$ cat src/rtl/seg7_pkg.sv
// seg7_pkg: shared types, digit counts and glyph table for the seven-segment scan driver.
package seg7_pkg;
  typedef logic [7:0] seg_t;
  localparam int NUM_DIG  = 8;
  localparam int BANK_DIG = 4;
  localparam seg_t SEG_OFF = 8'h00;
  localparam seg_t GLYPH [16] = '{
    8'h3F, 8'h06, 8'h5B, 8'h4F, 8'h66, 8'h6D, 8'h7D, 8'h07,
    8'h7F, 8'h6F, 8'h77, 8'h7C, 8'h39, 8'h5E, 8'h79, 8'h71
  };
endpackage

$ cat src/rtl/seg7_glyph_dec.sv
// seg7_glyph_dec: combinational hex nibble plus decimal point to {dp,g..a} pattern.
module seg7_glyph_dec
  import seg7_pkg::*;
(
  input  logic [3:0] nib,
  input  logic       dot,
  output seg_t       seg
);
  assign seg = {dot, GLYPH[nib][6:0]};
endmodule

$ cat src/rtl/seg7_scan_drv.sv
// seg7_scan_drv: double-buffered 8-digit multiplexed seven-segment scanner.
// Optional leading-zero blanking per 4-digit bank when SEG7_LZB_EN is defined.
module seg7_scan_drv
  import seg7_pkg::*;
#(
  parameter int SCAN_DIV = 16,
  parameter int DIV_W    = $clog2(SCAN_DIV)
) (
  input  logic        clk,
  input  logic        rst_n,
  input  logic [31:0] digit_i,
  input  logic [7:0]  dot_i,
  input  logic [7:0]  blank_i,
  input  logic        upd_i,
  output logic [7:0]  seg7_sel,
  output seg_t        seg7,
  output seg_t        seg7_l,
  output logic        frame_o
);
  logic [DIV_W-1:0] div;
  logic [$clog2(NUM_DIG)-1:0] slot;
  logic pending, tc, wrap, dark;
  logic [31:0] sh_dig, act_dig;
  logic [7:0] sh_dot, act_dot, sh_blank, act_blank, lzb;
  logic [3:0] nib;
  seg_t pat, shown;
  assign tc   = div == DIV_W'(SCAN_DIV - 1);
  assign wrap = tc && slot == 3'(NUM_DIG - 1);
`ifdef SEG7_LZB_EN
  logic [7:0] z;
  always_comb begin
    for (int i = 0; i < NUM_DIG; i++) z[i] = act_dig[4*i +: 4] == 4'd0 && !act_dot[i];
    lzb = {z[7], &z[7:6], &z[7:5], 1'b0, z[3], &z[3:2], &z[3:1], 1'b0};
  end
`else
  assign lzb = '0;
`endif
  assign nib = act_dig[{slot, 2'b00} +: 4];
  seg7_glyph_dec u_dec (.nib(nib), .dot(act_dot[slot]), .seg(pat));
  assign dark  = act_blank[slot] | lzb[slot];
  assign shown = dark ? SEG_OFF : pat;
  always_ff @(posedge clk or negedge rst_n)
    if (!rst_n) begin
      div       <= '0;
      slot      <= '0;
      pending   <= 1'b0;
      sh_dig    <= '0;
      sh_dot    <= '0;
      sh_blank  <= 8'hFF;
      act_dig   <= '0;
      act_dot   <= '0;
      act_blank <= 8'hFF;
      seg7_sel  <= '0;
      seg7      <= SEG_OFF;
      seg7_l    <= SEG_OFF;
      frame_o   <= 1'b0;
    end else begin
      div      <= tc ? '0 : div + DIV_W'(1);
      slot     <= tc ? slot + 3'd1 : slot;
      seg7_sel <= 8'(1) << slot;
      seg7     <= slot >= 3'(BANK_DIG) ? SEG_OFF : shown;
      seg7_l   <= slot >= 3'(BANK_DIG) ? shown : SEG_OFF;
      frame_o  <= wrap;
      if (upd_i) begin
        sh_dig   <= digit_i;
        sh_dot   <= dot_i;
        sh_blank <= blank_i;
      end
      // A strobe on the wrap cycle bypasses the shadow so it is not lost for a frame
      if (wrap) begin
        pending <= 1'b0;
        if (upd_i) begin
          act_dig   <= digit_i;
          act_dot   <= dot_i;
          act_blank <= blank_i;
        end else if (pending) begin
          act_dig   <= sh_dig;
          act_dot   <= sh_dot;
          act_blank <= sh_blank;
        end
      end else if (upd_i) pending <= 1'b1;
    end
endmodule

$ cat config.mk
export PLATFORM = sky130hd
export DESIGN_NAME = seg7_scan_drv
export DESIGN_NICKNAME = d
export VERILOG_FILES = /design/src/rtl/seg7_pkg.sv /design/src/rtl/seg7_glyph_dec.sv /design/src/rtl/seg7_scan_drv.sv
export SDC_FILE = /design/constraint.sdc
export NUM_CORES = 1
export LEC_CHECK = 0
export BUFFER_PORTS_ARGS = -buffer_cell sky130_fd_sc_hd__clkbuf_2
export CAP_MARGIN = 20
export CORE_ASPECT_RATIO = 1.1
export CORE_MARGIN = 4
export CORE_UTILIZATION = 61
export CTS_CLUSTER_DIAMETER = 40
export CTS_CLUSTER_SIZE = 14
export DETAILED_ROUTE_END_ITERATION = 10
export MAX_ROUTING_LAYER = met4
export PLACE_DENSITY = 0.9
export REMOVE_ABC_BUFFERS = 1
export SETUP_SLACK_MARGIN = 0.05
export SKIP_CTS_REPAIR_TIMING = 1
export SKIP_LAST_GASP = 1
export SLEW_MARGIN = 20
export SYNTH_ARGS = -nofsm -noshare
export SYNTH_HDL_FRONTEND = slang
export SYNTH_SLANG_ARGS = --single-unit
$ cat constraint.sdc
create_clock -name clk -period 6.45 [get_ports clk]
set_input_delay 0.3225 -clock clk [delete_from_list [all_inputs] [get_ports clk]]
set_output_delay 0.3225 -clock clk [all_outputs]
set_load 0.03 [all_outputs]
==> key figures, run 1 <==
Clocking
  • Worst-skew pair later-pin latency: between 0.5 and 0.6 ns
  • CTS Buf Count: 17
  • CTS tree: yes
  • Clock sink count: 129
  • # H-tree levels: 4
  • Clock buffer depth: 2
  • Root Buffer: clkbuf_8
  • CTS clk-pin slew, worst paths: 0.06 ns

GRT
  • Initial antenna violation count: 0
  • First-pass GRT wire length: approximately 17000 um
  • GRT Util Overall: 0.222
  • Number of global-route vias before repair: 3380
  • Total gr overflow: 0
  • Largest net degree at the start of global routing: 73

Finish
  • Register Area: 0.00325 sq mm
  • Area Growth Syn to Fin: 18.1%
  • Final nets: 495
  • Ant. Diodes: 0
  • Area of the multi-input gates: 0.00205 sq mm
  • # fillers: slightly below 500
  • Util after Layout: 0.754
  • Share of cells above drive strength 1: 0.529
  • Post-route cell area: about 0.0064 sq mm

STA
  • Minimum clock period: a little over 3 ns
  • Final TNS setup: 0 ns
  • Worst-margin pin slew: 0.898 ns
  • Hold Worst Slack: 0.0506 ns
  • Final setup vio count: 0
  • Fin. max-slew vios: 0
  • Hold Vio Cnt, Final: 0
  • Tcrit/Tclk final: 0.474
  • Max Clock Freq: 0.327 GHz
  • RSZ-0062 raised after global routing: false
  • Final worst setup slack: 3.39 ns
  • Max transition margin: 0.401
  • Layout Skew: 0.0115 ns

Floorplan
  • Floorplan Core Area: 0.00854 sq mm
  • I/O pins: 76
  • Starting Density: 0.639
  • Rows: 35
  • Die H: 107 um
  • Die width: about 98 um
  • Die area: 0.0105 sq mm

Synth
  • Post-Synth Simple-Gate Area: 0.0349
  • Synth Area in XOR/XNOR: 0.00321
  • Mux contribution to synthesized area: 0.263
  • Post-synthesis adder-cell area fraction: 0.0298
  • Synth top area cells: dfrtp_1 (52%), mux2_2 (20%), dfstp_2 (7.7%)
  • Yosys top cell area share: 0.518
  • Avg Cell Area, Syn: 15.5 sq um
  • Synth warn: 0
  • Syn Std Cell Area: between 0.005 and 0.006 sq mm
  • Synth Area in Compound Gates: 0.0447
  • Sequential share of the synthesized area: 0.595
  • Post-synth top flop: dfrtp_1
  • Leading area contributor after synthesis: dfrtp_1
  • Syn Inst Count: 352
  • Post-synth EDFFs: 0
  • Post-synth ARST share: 1.00
  • Synth Register Bits: 129
  • Largest family of logic cells by synthesized area: multiplexers
  • Netlist cell types: 45

Min path
  • Worst Hold Path Cells: 2
  • Hold wc startpoint: blank_i[7]
  • Hold Path Sink: sh_blank[7]
  • Hold/Removal Path Class: in -> reg

Place
  • Pre-CTS setup slack: 3.48 ns
  • Port-buffer cells: 75
  • Placed Area: around 0.0059 sq mm
  • Gpl congestion: 0.908
  • Dpl hpwl: 6500 um

Routing
  • Detailed-route DRC error count: 0
  • Routed Antenna Nets: 0
  • First-pass DRT Iterations: 6
  • Drt initial violations: 220
  • Vias per cell: approximately 5.6
  • Vias post-DR: 3119
  • Avg WL per Cell: around 19 um
  • Drt total wl: 10400 um

Worst setup path
  • Setup crit end kind: flop
  • Critical Path RT: 6.83 ns
  • RR Endpoint: seg7[1]
  • Critical Setup Path Class: reg -> reg
  • R2R Path Start: slot[0]
  • CP Launch Type: flop
  • Worst R2R Path Depth: 7
  • WP data arrival: ~3.4 ns
  • Crit-path max FO: 17
  • Worst R2R Setup Slack: 3.39 ns

Pwr
  • Max IR drop VDD: between 0.15 and 0.2 mV
  • PD cells: about 290 mW/mm^2
  • Leakage: around 3.1 nW

Run
  • Max-Cap Viols: 0

Status
  • Status: finished clean
-- state kept, by name, summed over array words and instances (netlist names) --
signal,cells
act_dig,32
seg7_sel,8
sh_blank,8
frame_o,1
seg7,8
seg7_l,8
sh_dot,8
div,4
pending,1
sh_dig,32
act_dot,8
slot,3
act_blank,8
-- Yosys cell counts (4+ instances only) --
cell type	instances
a21oi_1	6
a221oi_1	4
and2_1	6
buf_4	5
clkbuf_1	4
dfrtp_1	113
dfstp_2	16
ha_1	13
inv_1	7
mux2_2	99
mux4_1	8
nand2_1	5
nor2_1	8
nor2b_1	5
o21ai_0	8
-- final cells by class --
class                           count  area share
Tap cell                          111      0.0216
Sequential cell                   129       0.504
Clock buffer                       22      0.0703
Inverter                            9     0.00544
Multi-Input combinational cell    196       0.319
Timing Repair Buffer               78      0.0625
Clock inverter                     10      0.0171
-- routing by layer --
metal | part of all wire | vias to the layer above | track usage
li1 | - | 1423 | -
met1 | 0.41 | 1596 | 0.264
met2 | 0.53 | 85 | 0.372
met3 | 0.042 | 15 | 0.0507
met4 | 0.016 | 0 | 0.0907
met5 | 0 | - | -
-- logic make-up after synthesis --
family / count (synthesis)
simple gates: 35
buf+inv: 27
xor+xnor: 2
fa+ha+maj: 13
flops: 129
mux: 114
compound gates: 32
-- where the power goes --
| group | switching (W) | internal, W | leakage [nW] |
|---|---|---|---|
| Sequential | 0.00000801 | 0.000844 | 1.60 |
| Clock | 0.000335 | 0.000567 | 0.267 |
| Combinational | 0.0000441 | 0.0000397 | 1.26 |
-- cells in the final DEF (no fill, tap or decap), types with 3 or more instances in the layout --
| cell type | count |
|---|---|
| o21ai_0 | 8 |
| ha_1 | 13 |
| nor3_1 | 3 |
| clkbuf_8 | 3 |
| nor2_1 | 8 |
| a21oi_1 | 6 |
| mux2i_1 | 3 |
| o21a_1 | 3 |
| mux4_1 | 8 |
| nor2b_1 | 5 |
| clkinv_2 | 5 |
| and2_1 | 6 |
| buf_4 | 3 |
| a221oi_1 | 4 |
| mux2_2 | 99 |
| clkbuf_1 | 3 |
| clkbuf_2 | 74 |
| dfstp_2 | 16 |
| dfrtp_1 | 113 |
| clkbuf_16 | 16 |
| nand2_1 | 5 |
| inv_1 | 7 |
| clkinvlp_4 | 4 |
-- worst max-delay path by stage --
stage                 start           to  slack, ns  cells after the start
floorplan           slot[0]   act_dig[0]       3.56                      5
global placement    slot[0]   act_dig[2]       3.57                      5
detailed placement  slot[0]  act_dig[25]       3.48                      5
CTS                 slot[0]      seg7[1]       3.37                      7
global route        slot[0]      seg7[1]       3.32                      7
finish              slot[0]      seg7[1]       3.39                      7
-- metrics by stage --
step	instances	total power, W
2_1_floorplan	334	0.000899
3_3_place_gp	522	0.000943
3_5_place_dp	522	0.000948
4_1_cts	554	0.00185
5_1_grt	555	0.00190
6_report	555	0.00184
-- worst max-delay path: stages, from the launching register on --
cell and delay (ns):
dfrtp_1 0.93, mux4_1 0.67, mux2_2 0.35, clkinv_2 0.11, ha_1 0.23, o21a_1 0.11, o21bai_1 0.17, a211oi_1 0.35
No activity file was read; power rests on OpenSTA's default activity.
==> run 2, diff against run 1 <==
--- a/config.mk
+++ b/config.mk
@@ -9,12 +9,12 @@
 export CAP_MARGIN = 20
 export CORE_ASPECT_RATIO = 1.1
 export CORE_MARGIN = 4
-export CORE_UTILIZATION = 61
+export CORE_UTILIZATION = 57
 export CTS_CLUSTER_DIAMETER = 40
 export CTS_CLUSTER_SIZE = 14
 export DETAILED_ROUTE_END_ITERATION = 10
 export MAX_ROUTING_LAYER = met4
-export PLACE_DENSITY = 0.9
+export PLACE_DENSITY = 0.85
 export REMOVE_ABC_BUFFERS = 1
 export SETUP_SLACK_MARGIN = 0.05
 export SKIP_CTS_REPAIR_TIMING = 1
==> constraint.sdc (replaced) <==
create_clock -name clk -period 2.9 [get_ports clk]
set_input_delay 0.145 -clock clk [delete_from_list [all_inputs] [get_ports clk]]
set_output_delay 0.145 -clock clk [all_outputs]
set_load 0.03 [all_outputs]
==> key figures, run 2 (synthesized netlist as in run 1, its figures left out) <==
Status
  • Status: finished clean

Pwr
  • Leakage: 3.40 nW (+8.7%)
  • PD cells: 630 mW/mm^2 (+120%)
  • Max IR drop VDD: 0.439 mV (+140%)
  • Tot Pwr: 0.00446 W (+140%)

Routing
  • Drt total wl: 11900 um (+14%)
  • Routed Antenna Nets: 0 (unchanged)
  • Vias post-DR: 3400 (+9.0%)
  • Avg WL per Cell: 19.4 um (+2.9%)
  • First-pass DRT Iterations: 5 (-1)
  • Detailed-route DRC error count: 0 (unchanged)
  • Vias per cell: 5.53 (-1.6%)
  • Drt initial violations: 174 (-21%)

GRT
  • First-pass GRT wire length: 17300 um (-1.2%)
  • Largest net degree at the start of global routing: 130 (+78%)
  • Number of global-route vias before repair: 3526 (+4.3%)
  • Total gr overflow: 0 (unchanged)
  • GRT Util Overall: 0.209 (-0.0133)
  • Initial antenna violation count: 1 (+1)

Finish
  • Commonest non-fill, non-tap cell in the layout: dfrtp_1
  • Final nets: 548 (+11%)
  • Share of cells above drive strength 1: 0.487 (-0.0424)
  • Top Registers: act_dig x32, sh_dig x32
  • Util after Layout: 0.757 (+0.00299)
  • Area Growth Syn to Fin: 29.8%
  • Most frequent cells in the layout: dfrtp_1 (113), mux2_2 (99), clkbuf_2 (74), dlygate4sd3_1 (50)

Clocking
  • Root Buffer: clkbuf_8
  • Clock buffer depth: 2 (unchanged)
  • Clock sink count: 129 (unchanged)
  • CTS Buf Count: 17 (unchanged)
  • CTS clk-pin slew, worst paths: 0.07 ns (about the same)
  • # H-tree levels: 4 (unchanged)
  • CTS tree: yes
  • Worst-skew pair later-pin latency: 0.53 ns (about the same)

Floorplan
  • I/O pins: 76 (unchanged)
  • Rows: 37 (+5.7%)
  • Starting Density: 0.583 (-0.0555)
  • Die width: 101 um (+3.2%)
  • Die area: 0.0112 sq mm (+6.5%)
  • Die H: 111 um (+3.2%)
  • Floorplan Core Area: 0.00935 sq mm (+9.5%)

Worst setup path
  • Critical Path RT: 3.30 ns (-3.53 ns)
  • Critical Setup Path Class: reg -> reg
  • WP data arrival: 2.98 ns (-0.46 ns)
  • Setup crit end kind: flop
  • CP Launch Type: flop
  • Crit-path max FO: 8 (-9)

STA
  • Layout Skew: 0.0101 ns (-0.00146 ns)
  • Fin. max-slew vios: 0 (unchanged)
  • Max transition margin: 0.552 (+0.151)
  • Tcrit/Tclk final: 0.890 (+0.415)
  • Worst-margin pin slew: 0.672 ns (-0.226 ns)
  • Max Clock Freq: 0.388 GHz (+19%)
  • Final worst setup slack: 0.320 ns (-3.07 ns)
  • RSZ-0062 raised after global routing: false
  • Final setup vio count: 0 (unchanged)
  • Final TNS setup: 0 ns (unchanged)
  • Hold Vio Cnt, Final: 0 (unchanged)
  • Minimum clock period: 2.58 ns (-0.479 ns)

Place
  • Dpl hpwl: 6380 um (-1.9%)
  • Gpl congestion: 0.856 (-5.7%)
  • Port-buffer cells: 75 (unchanged)
  • Pre-CTS setup slack: 0.406 ns (-3.07 ns)

Run
  • Max-Cap Viols: 0 (unchanged)

Min path
  • Hold/Removal Path Class: in -> async
[run 2: critical path, cell delays in order (launching register included)]
cell	delay, ns
dfrtp_1	0.55
mux4_1	0.60
nand2_1	0.08
and2_1	0.22
inv_1	0.13
ha_1	0.19
o21ai_0	0.12
o21ai_0	0.18
a221oi_1	0.38
[run 2: metrics by stage]
stage | instance area [sq um] | hold WS (ns) | std cells
floorplan | 5340 | -0.151 | 334
global placement | 5930 | 0.290 | 532
detailed placement | 5930 | 0.299 | 532
CTS | 6580 | -0.265 | 564
global route | 7080 | 0.359 | 615
finish | 7080 | 0.232 | 615
[run 2: area by class of cell]
cell class / count / area [sq um]
antenna: 1 / 2.50
clock buffer: 19 / 442
fill: 534 / 2270
inverter: 9 / 35.0
multi-input combinational: 196 / 2050
tap: 117 / 146
sequential: 129 / 3250
timing repair buffer: 131 / 948
clock inverter: 13 / 208
[run 2: final timing paths]
kind	start	endpoint	slack, ns	cells past startpoint
setup / recovery	slot[0]	seg7[6]	0.32	8
hold / removal	rst_n	sh_dig[15]	0.23	3
setup reg to reg	slot[0]	seg7[6]	0.32	8
hold reg to reg	pending	pending	0.48	2
max in group asynchronous	rst_n	sh_dig[28]	2.15	3
min in group clk	digit_i[10]	sh_dig[10]	0.41	3
[run 2: metal layers]
layer  global-route usage  vias up  part of all wire
li1                     -     1528                 -
met3               0.0651       43             0.053
met2                0.329      115              0.52
met5                    -        -                 0
met1                0.241     1714              0.39
met4                0.103        0             0.036
[run 2: power breakdown]
part / total [W] / internal [W] / switching (W) / leakage [nW]
logic: 0.000241 / 0.000133 / 0.000108 / 1.50
clock network: 0.00232 / 0.00153 / 0.000794 / 0.306
registers: 0.00190 / 0.00188 / 0.0000208 / 1.60
